File: config.mk
export PLATFORM = sky130hd
export DESIGN_NAME = adder_rr_sched
export DESIGN_NICKNAME = d
export VERILOG_FILES = /design/src/rtl/adder_sched_pkg.sv /design/src/rtl/adder_rr_sched_rr_pick.sv /design/src/rtl/adder_rr_sched.sv
export SDC_FILE = /design/constraint.sdc
export NUM_CORES = 1
export LEC_CHECK = 0
export BUFFER_PORTS_ARGS = -buffer_cell sky130_fd_sc_hd__buf_2
export CAP_MARGIN = 20
export CORE_ASPECT_RATIO = 0.5
export CORE_UTILIZATION = 26
export CTS_CLUSTER_SIZE = 14
export DETAILED_ROUTE_END_ITERATION = 12
export HOLD_SLACK_MARGIN = 0.02
export PLACE_DENSITY_LB_ADDON = 0.25
export SLEW_MARGIN = 25
export SYNTH_ARGS = -nofsm -noshare
export SYNTH_HDL_FRONTEND = slang
export SYNTH_SLANG_ARGS = --single-unit
File: constraint.sdc
create_clock -name clk -period 5 [get_ports clk]
set_input_delay 1.25 -clock clk [delete_from_list [all_inputs] [get_ports clk]]
set_output_delay 1.25 -clock clk [all_outputs]
set_load 0.02 [all_outputs]
File: src/rtl/adder_sched_pkg.sv
// Shared types and defaults for the round-robin adder scheduler.
package adder_sched_pkg;

    typedef enum logic [1:0] {
        IDLE  = 2'd0,
        ISSUE = 2'd1,
        WAIT  = 2'd2,
        RESP  = 2'd3
    } sched_state_e;

    localparam int DEF_W = 20;
    localparam int DEF_N = 4;

    // Requester ID width; a single-bit ID is kept even for N <= 2.
    function automatic int idw_of(input int n);
        return (n <= 2) ? 1 : $clog2(n);
    endfunction

endpackage

File: src/rtl/adder_rr_sched_rr_pick.sv
// Combinational round-robin picker: first set request after ptr, with wrap.
module rr_pick #(
    parameter int N   = 4,
    parameter int IDW = 2
) (
    input  logic [N-1:0]   req,
    input  logic [IDW-1:0] ptr,
    output logic [N-1:0]   grant,
    output logic [IDW-1:0] idx,
    output logic           any
);

    int             cand;
    logic [IDW-1:0] cand_idx;

    always_comb begin
        grant    = '0;
        idx      = '0;
        any      = 1'b0;
        cand     = 0;
        cand_idx = '0;
        for (int k = 1; k <= N; k++) begin
            cand = int'(ptr) + k;
            if (cand >= N) cand = cand - N;
            cand_idx = IDW'(cand);
            if (!any && req[cand_idx]) begin
                any             = 1'b1;
                grant[cand_idx] = 1'b1;
                idx             = cand_idx;
            end
        end
    end

endmodule

File: src/rtl/adder_rr_sched.sv
// Round-robin scheduler sharing one single-cycle adder among N requesters.
// Optional WAIT timeout enabled by defining ADDER_SCHED_TIMEOUT_EN.
//
// state | meaning
// IDLE  | pick winner, accept its operands
// ISSUE | pulse add_start with held operands
// WAIT  | wait for add_valid (or timeout)
// RESP  | present result until rsp_ready
module adder_rr_sched
    import adder_sched_pkg::*;
#(
    parameter int W           = DEF_W,
    parameter int N           = DEF_N,
    parameter int IDW         = idw_of(N),
    parameter int TIMEOUT_CYC = 8
) (
    input  logic           clk,
    input  logic           rst_n,
    input  logic [N-1:0]   req_valid,
    output logic [N-1:0]   req_ready,
    input  logic [N*W-1:0] req_a,
    input  logic [N*W-1:0] req_b,
    output logic           rsp_valid,
    input  logic           rsp_ready,
    output logic [IDW-1:0] rsp_id,
    output logic [W-1:0]   rsp_y,
    output logic           rsp_err,
    output logic           add_start,
    output logic [W-1:0]   add_a,
    output logic [W-1:0]   add_b,
    input  logic [W-1:0]   add_y,
    input  logic           add_valid
);

    sched_state_e   state, state_nxt;
    logic [IDW-1:0] ptr;
    logic [N-1:0]   grant;
    logic [IDW-1:0] grant_idx;
    logic           grant_any;
    logic [W-1:0]   sel_a, sel_b;
    logic           wait_expired;

    rr_pick #(.N(N), .IDW(IDW)) u_pick (
        .req   (req_valid),
        .ptr   (ptr),
        .grant (grant),
        .idx   (grant_idx),
        .any   (grant_any)
    );

    always_comb begin
        sel_a = '0;
        sel_b = '0;
        for (int i = 0; i < N; i++) begin
            if (grant[i]) begin
                sel_a = req_a[i*W +: W];
                sel_b = req_b[i*W +: W];
            end
        end
    end

    always_comb begin
        state_nxt = state;
        req_ready = '0;
        add_start = 1'b0;
        rsp_valid = 1'b0;
        case (state)
            IDLE: begin
                // Gated by rst_n so no handshake is offered while reset holds the FSM.
                if (rst_n) req_ready = grant;
                if (grant_any) state_nxt = ISSUE;
            end
            ISSUE: begin
                add_start = 1'b1;
                state_nxt = WAIT;
            end
            WAIT: begin
                if (add_valid || wait_expired) state_nxt = RESP;
            end
            RESP: begin
                rsp_valid = 1'b1;
                if (rsp_ready) state_nxt = IDLE;
            end
            default: state_nxt = IDLE;
        endcase
    end

    always_ff @(posedge clk or negedge rst_n) begin
        if (!rst_n) begin
            state  <= IDLE;
            ptr    <= IDW'(N - 1);
            rsp_id <= '0;
            rsp_y  <= '0;
            add_a  <= '0;
            add_b  <= '0;
        end else begin
            state <= state_nxt;
            case (state)
                IDLE: begin
                    if (grant_any) begin
                        rsp_id <= grant_idx;
                        add_a  <= sel_a;
                        add_b  <= sel_b;
                    end
                end
                WAIT: begin
                    if (add_valid)         rsp_y <= add_y;
                    else if (wait_expired) rsp_y <= '0;
                end
                RESP: begin
                    if (rsp_ready) ptr <= rsp_id;
                end
                default: ;
            endcase
        end
    end

`ifdef ADDER_SCHED_TIMEOUT_EN
    localparam int TW = $clog2(TIMEOUT_CYC + 1);

    logic [TW-1:0] wait_cnt;

    assign wait_expired = (state == WAIT) && (wait_cnt == '0);

    // Loaded in ISSUE so the count starts fresh on every WAIT entry.
    always_ff @(posedge clk or negedge rst_n) begin
        if (!rst_n) begin
            wait_cnt <= '0;
            rsp_err  <= 1'b0;
        end else begin
            if (state == ISSUE) begin
                wait_cnt <= TW'(TIMEOUT_CYC - 1);
            end else if (state == WAIT && wait_cnt != '0) begin
                wait_cnt <= wait_cnt - 1'b1;
            end
            if (state == WAIT) begin
                if (add_valid)         rsp_err <= 1'b0;
                else if (wait_expired) rsp_err <= 1'b1;
            end
        end
    end
`else
    logic unused_timeout;

    assign unused_timeout = (TIMEOUT_CYC > 0);
    assign wait_expired   = 1'b0;
    assign rsp_err        = 1'b0;
`endif

endmodule

# == After elaboration in Yosys (flattened, before gate mapping) ==
# Index checks and enable logic that the tools add are counted.
# totals
romBits,0
register_bits,66
output_inout_bits,69
ram_bits,0
wordCells,98
latch_bits,0
mem_count,0
inputBits,188
# op_classes
n_lt_le_gt_ge,12
n_mux,48
n_bitwise,3
reduce_logical,15
shifts,0
multipliers,0
n_addsub,8
div,0
n_eq_ne,6
# op_table
operator,n
$mux W20,8
$mux W4,6
$mux W2,11
$mux W1,14
$lt A2 B3 Y1 const B,4
$or A4 B4 Y4,3
$ge A3 B3 Y1 const B,3
$bmux W1 S2,4
$demux W1 S2,4
$ge A2 B1 Y1 const B,4
$pmux W2 S4,1
$sub A2 B1 Y2 const B,4
$logic_and A1 B1 Y1,7
$add A2 B2 Y3 const B,2
$ne A2 B2 Y1 const B,3
$reduce_and A2 Y1,3
$add A2 B3 Y4 const B,1
$eq A2 B2 Y1 const B,2
$ge A4 B3 Y1 const B,1
$add A2 B1 Y3 const B,1
$logic_not A1 Y1,3
$reduce_and A3 Y1,1
$eq A2 B1 Y1 const B,1
$logic_not A2 Y1,1

# == Logic depth before layout (Yosys ltp) ==
# Gate-level depths: netlist of run 1.
# logic_depth
ltp_word,19
mapped_depth,12
depth_no_buf,8

# == Modules after synthesis ==
# Synthesis of run 1 repeated with hierarchy kept, for this count alone.
# unflattened
hier_cells,416
area_unflattened_um2,4189.0
# by_module_without_submodules
module,cells_per_inst,n_inst,seq_area_each_um2,area_per_inst_um2
adder_rr_sched,348,1,1654.1,3663.5
rr_pick,68,1,0.0,525.5

# == Worst setup path after synthesis of run 1 ==
# Ideal clock, no wire load.
# synth_timing
kind,input to output
from,in req_valid[1]
to,out req_ready[3]
path_buffers,2
t_arrival_ns,3.168
path_slack_ns,0.582
t_required_ns,3.750
cell_stages,7
path_cell_list,buf_2 > mux4_2 > nor3b_4 > and2_4 > a211o_1 > clkbuf_1 > nor2b_1
# synth_via
elab_chain_len,14
elab_cells_between_ends,26
classes_between,mux (17); bitwise (3); reduce/logical (6)
# synth_lines
element,line,source
"start, declared",adder_rr_sched.sv:19,"input logic [N-1:0] req_valid,"
$bmux W1 S2,adder_rr_sched_rr_pick.sv:26,if (!any && req[cand_idx]) begin
$mux W1 (implied by the code),adder_rr_sched_rr_pick.sv:26,
$mux W1,adder_rr_sched_rr_pick.sv:26,
$logic_not A1 Y1,adder_rr_sched_rr_pick.sv:26,
$logic_and A1 B1 Y1,adder_rr_sched_rr_pick.sv:26,
$mux W1,adder_rr_sched_rr_pick.sv:26,
$logic_not A1 Y1,adder_rr_sched_rr_pick.sv:26,
$logic_and A1 B1 Y1,adder_rr_sched_rr_pick.sv:26,
$mux W1,adder_rr_sched_rr_pick.sv:26,
$logic_not A1 Y1,adder_rr_sched_rr_pick.sv:26,
$logic_and A1 B1 Y1,adder_rr_sched_rr_pick.sv:26,
$mux W4 *,adder_rr_sched_rr_pick.sv:26,
$mux W4 *,adder_rr_sched.sv:70,if (rst_n) req_ready = grant;
$mux W4 *,adder_rr_sched.sv:67,case (state)
"end, declared",adder_rr_sched.sv:20,"output logic [N-1:0] req_ready,"
# Every way passes the cells marked *; elsewhere a longest branch is shown, timed or not. The select of a mux whose other input is x is not followed.

# == Final worst setup path of run 1 ==
# layout_timing
from,reg ptr[1]
to,out req_ready[3]
# layout_via
elab_chain_len,17
elab_cells_between_ends,62
classes_between,add/sub (8); order compare (12); mux (29); bitwise (3); reduce/logical (10)
# layout_lines
element,line,source
"start, declared",adder_rr_sched.sv:36,logic [IDW-1:0] ptr;
"start signal, assigned",adder_rr_sched.sv:91,ptr <= IDW'(N - 1);
"start signal, assigned",adder_rr_sched.sv:111,if (rsp_ready) ptr <= rsp_id;
branches (longest 14 deep; another with $add A2 B1 Y3),n/a,
$mux W4 *,adder_rr_sched_rr_pick.sv:26,
$mux W4 *,adder_rr_sched.sv:70,
$mux W4 *,adder_rr_sched.sv:67,
# Mark *: on every way between the ends. The select of a mux whose other input is x is not followed.

==> results.cfg, run 1 <==
[outcome]
status = finished, final reports clean

[synth]
synth_mux_area_share_pct = 8.547
synth-seq-cells = 66
synthSimpleGateAreaFrac_pct = 8.489
synth_top_family_by_area = compound AO/OA/AOI/OAI gates
syn_avg_cell_area_um2 = 9.975
netlist_area_um2 = 4289
synth_area_leaders = dfrtp_1 (37%), a221oi_2 (11%), o22ai_1 (6.3%)
synth_compound_area_share_pct = 34.10
yosysTopAreaCell = dfrtp_1
syn-num-nets = 630
yosysSeqAreaShare_pct = 38.56
synth_cell_types = 42
synth-xor-area-share_pct = 0
yosysWarnings = 0
syn_inst = 430
yosysTopAreaCellShare_pct = 37.34
synth-adder-area-share_pct = 3.501

[routing]
firstDrtPassIters = 5
via_per_inst = 5.074
first_iter_violations = 195
postRouteAntennaNets = 0
vias = 4506
finalWirelength_um = 15550
routedWlPerCell_um = 17.52
drc = 0

[cells_and_area]
area_delta_synth_final_pct = 40.93
final_common_cell = buf_2
layout_common_cells = buf_2 (255), dfrtp_1 (64), nor2_1 (45)
insertedDiodeCount = 0
finalNetCount = 862
drive_gt1_share_pct = 52.62
nFillCells = 1693

[timing]
fin_crit_ns = 4.459
slew_viol_final = 0
rsz0062_at_grt = false
max_freq_mhz = 224.3
setup_viol = 0
max-slew-margin-rel_pct = 38.37
min_period_over_period_pct = 89.18
fin_ws_ns = 0.5408
worst_slew_pin_slew_ns = 0.9160
skew_ns = 0.009682
finalHoldViolCount = 0
fin_setup_tns_ns = 0

[worst_hold_path]
hold_class = flip-flop to flip-flop

[critical_path]
cp_top_family = flip-flops
worst_path_largest_cell_delay_ns = 0.70
crit_slowest_cell = dfstp_2
cp-start-kind = flip-flop
cp.arrival_ns = 3.21
end_kind = primary output
crit_chain = inv_1 > ha_1 > mux4_2 > nor3b_4 > and2_4 > a211o_1 > nor2b_1 > buf_2
worst-path-buf-inv = 2
criticalPathCategory = flip-flop to primary output
required_ns = 3.75
crit_fanout = 13

[clock_network]
htree_levels = 3
post_cts_resized = 0
numClockSinks = 66
clk_latency_ns = 0.34
tritoncts = yes
path_clk_slew_ns = 0.06
post-cts-setup-buffers = 0
clockBufferDepth = 2
numCtsBuffers = 9
cts_root_buffer = clkbuf_16
hold_buffers = 0

[global_routing]
grt_pass1_wl_um = 23710
antenna_found_initial = 0
grt-ovfl-total = 0
grt_util_met3_pct = 3.264
use_met1_pct = 22.86
grt.total_usage_pct = 17.95
grt_max_degree = 67
grt-busiest-layer = met2
grtUsageMet2_pct = 31.50
grt_pass1_vias = 4414

[pwr]
p_int_mw = 2.511
pwr-share-comb_pct = 65.6
p_per_area_nw_per_um2 = 821.9
peakVddDrop_uv = 235.0
switching_share_pct = 49.46
pwr-share-clk_pct = 14.5
p_leak_nw = 2.813
p_seq_share_pct = 19.9
p_sw_mw = 2.457
p_total_mw = 4.968

[floorplan]
design.core.area_um2 = 15780
dieArea_um2 = 17050
start_util_pct = 27.19
die_y_um = 92.82
rows = 32
die_w_um = 183.6
io_pins = 257

[place]
place.detailed.hpwl_um = 11340
gp_congestion = 0.8290
portBuffers = 255
place_ws_ns = 0.7554

[job]
drv_cap = 0
==> power groups by stage <==
stage	sequential (mW)	combinational [mW]	clock (mW)
floorplan	1.31	2.09	0
global placement	0.991	3.24	0
detailed placement	0.993	3.27	0
CTS	0.990	3.27	0.742
global route	1.02	3.54	0.763
finish	0.988	3.26	0.720
==> cell usage after synthesis <==
cell type  count
a221o_1        1
nor3b_1        2
o21ai_1        6
o32a_1         1
buf_4          5
and2_4         1
buf_2          8
nor2_1        45
nor3_1         1
mux2i_1        4
nand2b_1       3
or2b_1         1
a2111oi_4      1
nor2b_1        4
a21oi_1       43
ha_1          12
o21ai_0       41
dfrtp_1       64
o31ai_1        1
nor4_1         1
nand2_1       16
and3b_1        2
o22ai_1       43
a211o_1        3
clkbuf_1      23
inv_1          6
and2_1         2
a21bo_2        1
mux4_2         3
a21boi_0       1
dfstp_2        2
a221oi_1      11
conb_1         1
mux2_2        23
a221oi_2      32
o22a_1         1
a221oi_4       1
a21o_2         1
o311ai_0       1
nor3b_4        1
buf_6          9
o211ai_1       2
==> worst paths after layout <==
kind / start / endpoint / slack, ns / cells past startpoint
worst max-delay path: ptr[1] / req_ready[3] / 0.54 / 8
worst min-delay path: rsp_y[9] / rsp_y[9] / 0.50 / 1
min in group asynchronous: rst_n / rsp_y[17] / 1.18 / 2
worst min register to register: rsp_y[9] / rsp_y[9] / 0.50 / 1
worst max register to register: ptr[1] / add_a[5] / 1.48 / 9
max in group asynchronous: rst_n / add_a[15] / 3.24 / 2
==> kinds of logic (layout without fill, tap and decap cells) <==
logic type | after synthesis | after routing
fa+ha+maj | 12 | 12
simple gates | 79 | 79
flops | 66 | 66
compound gates | 191 | 191
buf+inv | 51 | 288
other cells | 1 | 1
mux | 30 | 30
==> sequential cells by signal (all words and copies together) (netlist names) <==
register	cells
add_b	20
rsp_y	20
state	2
ptr	2
add_a	20
rsp_id	2
==> cell type report <==
type | instances | area, µm² | area share, %
Clock inverter | 7 | 107.6 | 1.780
Tap cell | 221 | 276.5 | 4.575
Multi-Input combinational cell | 313 | 2380 | 39.37
Sequential cell | 66 | 1654 | 27.36
Clock buffer | 9 | 225.2 | 3.726
Timing Repair Buffer | 266 | 1379 | 22.81
Inverter | 6 | 22.52 | 0.3726
==> per-stage QoR <==
stage                     cells  hold WS, ns  instance area [µm²]  utilization, %
final                       888       0.5020                 6045           38.32
after global routing        888       0.5195                 6045           38.32
after CTS                   888       0.5002                 6045           38.32
after detailed placement    872       0.4856                 5712           36.21
after global placement      871       0.4816                 5674           35.97
after floorplan             430       0.5279                 4289               -
==> layer usage <==
metal | share of wire, % | vias to the layer above | wire length [µm]
met5 | 0 | - | 0
met4 | 1.0 | 0 | 160
met3 | 4.9 | 14 | 767
met2 | 51 | 160 | 7957
met1 | 43 | 2228 | 6668
li1 | - | 2104 | -
No activity file was read; power rests on OpenSTA's default activity.
==> inputs of run 2 (changes only) <==
--- a/config.mk
+++ b/config.mk
@@ -5,7 +5,7 @@
 export SDC_FILE = /design/constraint.sdc
 export NUM_CORES = 1
 export LEC_CHECK = 0
-export BUFFER_PORTS_ARGS = -buffer_cell sky130_fd_sc_hd__buf_2
+export BUFFER_PORTS_ARGS = -buffer_cell sky130_fd_sc_hd__buf_4
 export CAP_MARGIN = 20
 export CORE_ASPECT_RATIO = 0.5
 export CORE_UTILIZATION = 26
==> results.cfg, run 2 (synthesized netlist as in run 1, its figures left out) <==
[cells_and_area]
nFillCells = 1568
reg.largest.list = add_a x20, add_b x20, rsp_y x20
final_common_cell = buf_4
final_cells = 889
insertedDiodeCount = 0
finalNetCount = 863
drive_gt1_share_pct = 52.69
area_delta_synth_final_pct = 55.48
layout_common_cells = buf_4 (265), dfrtp_1 (64), nor2_1 (45)

[clock_network]
clk_latency_ns = 0.34
clockBufferDepth = 2
post-cts-setup-buffers = 0
numClockSinks = 66
hold_buffers = 0
cts_root_buffer = clkbuf_16
path_clk_slew_ns = 0.06
numCtsBuffers = 9
post_cts_resized = 0
tritoncts = yes
htree_levels = 3

[critical_path]
criticalPathCategory = flip-flop to primary output
worst-path-buf-inv = 2
crit_slowest_cell = dfstp_2
r2r_start = ptr[0]
crit_fanout = 20
required_ns = 3.75
cp.arrival_ns = 3.35
cp-start-kind = flip-flop
crit_chain = inv_1 > ha_1 > mux4_2 > nor3b_4 > and2_4 > a211o_1 > nor2b_1 > buf_4
end_kind = primary output
crit_start = ptr[0]
worst_path_largest_cell_delay_ns = 0.76
cp_top_family = flip-flops

[job]
drv_cap = 0

[pwr]
pwr-share-comb_pct = 67.1
peakVddDrop_uv = 362.2
switching_share_pct = 48.42
p_seq_share_pct = 19.9
p_per_area_nw_per_um2 = 773.0
p_sw_mw = 2.496
p_int_mw = 2.659
pwr-share-clk_pct = 13.0
p_leak_nw = 3.020

[outcome]
status = finished, final reports clean

[global_routing]
grt_pass1_wl_um = 24890
grt_max_degree = 67
antenna_found_initial = 0
grt-ovfl-total = 0
grt.total_usage_pct = 19.22
grt_pass1_vias = 4333

[floorplan]
rows = 32
dieArea_um2 = 17050
io_pins = 257
design.core.area_um2 = 15780
start_util_pct = 27.19
die_y_um = 92.82
die_w_um = 183.6

[timing]
min_period_over_period_pct = 91.92
slew_viol_final = 0
worst_slew_pin_slew_ns = 0.9538
fin_crit_ns = 4.596
fin_setup_tns_ns = 0
rsz0062_at_grt = false
max_freq_mhz = 217.6
fin_ws_ns = 0.4042
max-slew-margin-rel_pct = 35.82
skew_ns = 0.007945
finalHoldViolCount = 0
setup_viol = 0

[place]
gp_congestion = 0.8142
place.detailed.hpwl_um = 11950
place_inst = 873
place_ws_ns = 0.7566
portBuffers = 255

[worst_hold_path]
hp-start = rsp_y[4]
hold_class = flip-flop to flip-flop

[routing]
firstDrtPassIters = 4
routedWlPerCell_um = 18.61
first_iter_violations = 157
postRouteAntennaNets = 0
via_per_inst = 5.017
finalWirelength_um = 16540
drc = 0
vias = 4460
run 2: path summary, 6_finish.rpt:
path | cells after the start | slack, ns | endpoint
worst min register to register | 1 | 0.51 | rsp_y[4]
max in group asynchronous | 2 | 3.25 | add_a[14]
min in group asynchronous | 2 | 1.16 | add_a[9]
worst max-delay path | 8 | 0.40 | req_ready[3]
worst max register to register | 9 | 1.08 | add_b[13]
worst min-delay path | 1 | 0.51 | rsp_y[4]
run 2: per-layer routing:
layer / track usage (%) / wire length, µm / share of wire, % / vias to the layer above
met2: 32.07 / 8344 / 50 / 130
met5: 0 / 0 / 0 / -
met4: 4.931 / 191 / 1.2 / 0
li1: - / - / - / 2104
met1: 25.16 / 7316 / 44 / 2211
met3: 4.129 / 690 / 4.2 / 15
run 2: layout make-up:
class                           instances  area [µm²]  area share, %
Inverter                                6       22.52         0.3377
Timing Repair Buffer                  267        2037          30.54
Sequential cell                        66        1654          24.80
Tap cell                              221       276.5          4.146
Multi-Input combinational cell        313        2370          35.53
Clock buffer                            9       225.2          3.377
Clock inverter                          7       83.83          1.257
run 2: power by group through the flow:
stage,sequential [mW],clock [mW],combinational [mW]
after floorplan,1.31,0,2.09
after global placement,1.02,0,3.41
after detailed placement,1.03,0,3.47
after CTS,1.02,0.695,3.48
after global routing,1.07,0.717,3.75
final,1.03,0.671,3.46
run 2: metrics by stage:
stage	utilization [%]	power, mW	instance area, µm²	hold WS, ns
floorplan	-	3.392	4289	0.5279
global placement	40.14	4.433	6332	0.4897
detailed placement	40.32	4.501	6360	0.4957
CTS	42.27	5.196	6669	0.5109
global route	42.27	5.532	6669	0.5260
finish	42.27	5.155	6669	0.5078
==> inputs of run 3 (changes only) <==
--- a/config.mk
+++ b/config.mk
@@ -5,6 +5,7 @@
 export SDC_FILE = /design/constraint.sdc
 export NUM_CORES = 1
 export LEC_CHECK = 0
+export ABC_AREA = 1
 export BUFFER_PORTS_ARGS = -buffer_cell sky130_fd_sc_hd__buf_4
 export CAP_MARGIN = 20
 export CORE_ASPECT_RATIO = 0.5
==> results.cfg, run 3 <==
[outcome]
status = finished, final reports clean

[synth]
netlist_area_um2 = 4439
synthArstFlopShare_pct = 100.0
yosysTopAreaCell = dfrtp_1
synth-seq-cells = 66
yosysTopAreaCellShare_pct = 36.08
syn_inst = 602
synth_compound_area_share_pct = 20.26
synth_mux_area_share_pct = 5.073
yosysWarnings = 0
synth_most_common_cell = a21oi_1
synthSimpleGateAreaFrac_pct = 22.60
synth_area_leaders = dfrtp_1 (36%), a21oi_1 (18%), nand2_1 (10%)
synth-xor-area-share_pct = 0
synth-adder-area-share_pct = 3.382
synth_cell_types = 31
syn-num-nets = 802
ys.flop_type = dfrtp_1
syn_avg_cell_area_um2 = 7.374
synth_commonest_cells = a21oi_1 (164), nand2_1 (119), dfrtp_1 (64)
synth_edf_count = 0
synth_top_family_by_area = simple AND/OR/NAND/NOR gates
yosysSeqAreaShare_pct = 37.26

[clock_network]
post_cts_resized = 0
htree_levels = 3
path_clk_slew_ns = 0.06
numCtsBuffers = 9
cts_root_buffer = clkbuf_16
clk_latency_ns = 0.32
tritoncts = yes
clockBufferDepth = 2
post-cts-setup-buffers = 0
hold_buffers = 0
numClockSinks = 66

[critical_path]
r2r_start = ptr[1]
end_kind = primary output
crit_start = ptr[1]
r2r_cells = 14
crit_path_end = req_ready[3]
reg2reg_to = add_a[10]
required_ns = 3.75
crit_fanout = 10
crit_top_cell = inv_1
worst_path_largest_cell_delay_ns = 0.63
crit_chain = inv_1 > ha_1 > inv_1 > nand2_2 > nand2_4 > nor3_1 > nand2_1 > nand3_4 > nand2_1 > inv_1 > buf_4
cp-start-kind = flip-flop
rrSetupSlack_ns = 1.77
crit_slowest_cell = dfstp_2
criticalPathCategory = flip-flop to primary output
cp.arrival_ns = 2.50

[routing]
routedWlPerCell_um = 14.11
via_per_inst = 4.575
vias = 4882
firstDrtPassIters = 4
drc = 0
first_iter_violations = 272
postRouteAntennaNets = 0
finalWirelength_um = 15060

[timing]
max_freq_mhz = 266.4
slew_viol_final = 0
skew_ns = 0.007935
finalHoldViolCount = 0
fin_setup_tns_ns = 0
fin_ws_ns = 1.247
fin_crit_ns = 3.753
hold_ws_ns = 0.5063
rsz0062_at_grt = false
min_period_over_period_pct = 75.06
setup_viol = 0
max-slew-margin-rel_pct = 42.78
worst_slew_pin_slew_ns = 0.8563

[global_routing]
grt-ovfl-total = 0
grt_pass1_vias = 4613
grt_max_degree = 81
grt_pass1_wl_um = 23140
grt_util_met3_pct = 3.605
grt.total_usage_pct = 16.43
grtUsageMet2_pct = 30.63
use_met1_pct = 19.57
antenna_found_initial = 0
grt-busiest-layer = met2

[cells_and_area]
layout_common_cells = buf_4 (262), a21oi_1 (164), nand2_1 (118)
reg.largest.list = add_a x20, add_b x20, rsp_y x20
finalNetCount = 1035
area_delta_synth_final_pct = 51.80
final_common_cell = buf_4
insertedDiodeCount = 0
drive_gt1_share_pct = 38.33
final_area_um2 = 6739

[place]
portBuffers = 255
place.detailed.hpwl_um = 10950
place_ws_ns = 1.342
dpl_cell_area_um2 = 6420
gp_congestion = 0.8380

[job]
drv_cap = 0

[pwr]
peakVddDrop_uv = 531.2
p_leak_nw = 3.522
p_per_area_nw_per_um2 = 800.5

[floorplan]
rows = 33
start_util_pct = 26.88
die_y_um = 94.40
io_pins = 257
dieArea_um2 = 17630
die_w_um = 186.8
design.core.area_um2 = 16520

[worst_hold_path]
hold_class = flip-flop to flip-flop
-- run 3: changes by cell type after synthesis, sizes merged, moves of 4 or more --
| cell | change |
|---|---|
| mux2i | -4 |
| a21oi | +122 |
| clkbuf | -14 |
| nand2 | +110 |
| o21ai | -44 |
| nand3 | +53 |
| nor2b | -4 |
| buf | +9 |
| inv | +54 |
| o22ai | -43 |
| a221oi | -44 |
-- run 3: how the worst min path moves through the flow --
stage	startpoint	end	slack (ns)	depth (start not counted)
2_1_floorplan	ptr[1]	ptr[1]	0.53	2
3_3_place_gp	rsp_y[7]	rsp_y[7]	0.49	1
3_5_place_dp	rsp_y[19]	rsp_y[19]	0.50	1
4_1_cts	rsp_y[19]	rsp_y[19]	0.51	1
5_1_grt	rsp_y[18]	rsp_y[18]	0.53	1
6_report	rsp_y[11]	rsp_y[11]	0.51	1
-- run 3: critical path, delay by kind of cell (launching register included) --
kind          cells  cell delay, ns
fa+ha+maj         1            0.38
buf+inv           4            0.45
simple gates      6            0.72
flops             1            0.63
-- run 3: metal layers --
| layer | part of all wire, % | wire, µm | up-vias |
|---|---|---|---|
| li1 | - | - | 2444 |
| met1 | 43 | 6433 | 2304 |
| met2 | 52 | 7840 | 123 |
| met3 | 4.1 | 620 | 11 |
| met4 | 1.1 | 163 | 0 |
| met5 | 0 | 0 | - |
-- run 3: metrics by stage --
stage | power, mW | util, % | std cells
detailed placement | 4.756 | 38.87 | 1051
CTS | 5.453 | 40.80 | 1067
global placement | 4.719 | 38.87 | 1051
global route | 5.925 | 40.80 | 1067
finish | 5.395 | 40.80 | 1067
floorplan | 3.797 | - | 602
-- run 3: where the power goes --
group          leakage [nW]  total (mW)  internal [mW]  switching, mW
logic                  2.61        3.72           1.36           2.36
registers             0.757        1.00          0.831          0.168
clock network         0.151       0.676          0.435          0.240
-- run 3: cell type report --
| class | instances | area, µm² |
|---|---|---|
| tap | 227 | 284.0 |
| fill | 1731 | 9777 |
| clock buffer | 9 | 225.2 |
| inverter | 60 | 230.2 |
| multi-input combinational | 436 | 2285 |
| sequential | 66 | 1654 |
| clock inverter | 7 | 93.84 |
| timing repair buffer | 262 | 1967 |
-- run 3: cells by family after synthesis --
kind of cell	Yosys count
flops	66
other cells	1
compound gates	174
buf+inv	100
mux	20
fa+ha+maj	12
simple gates	229
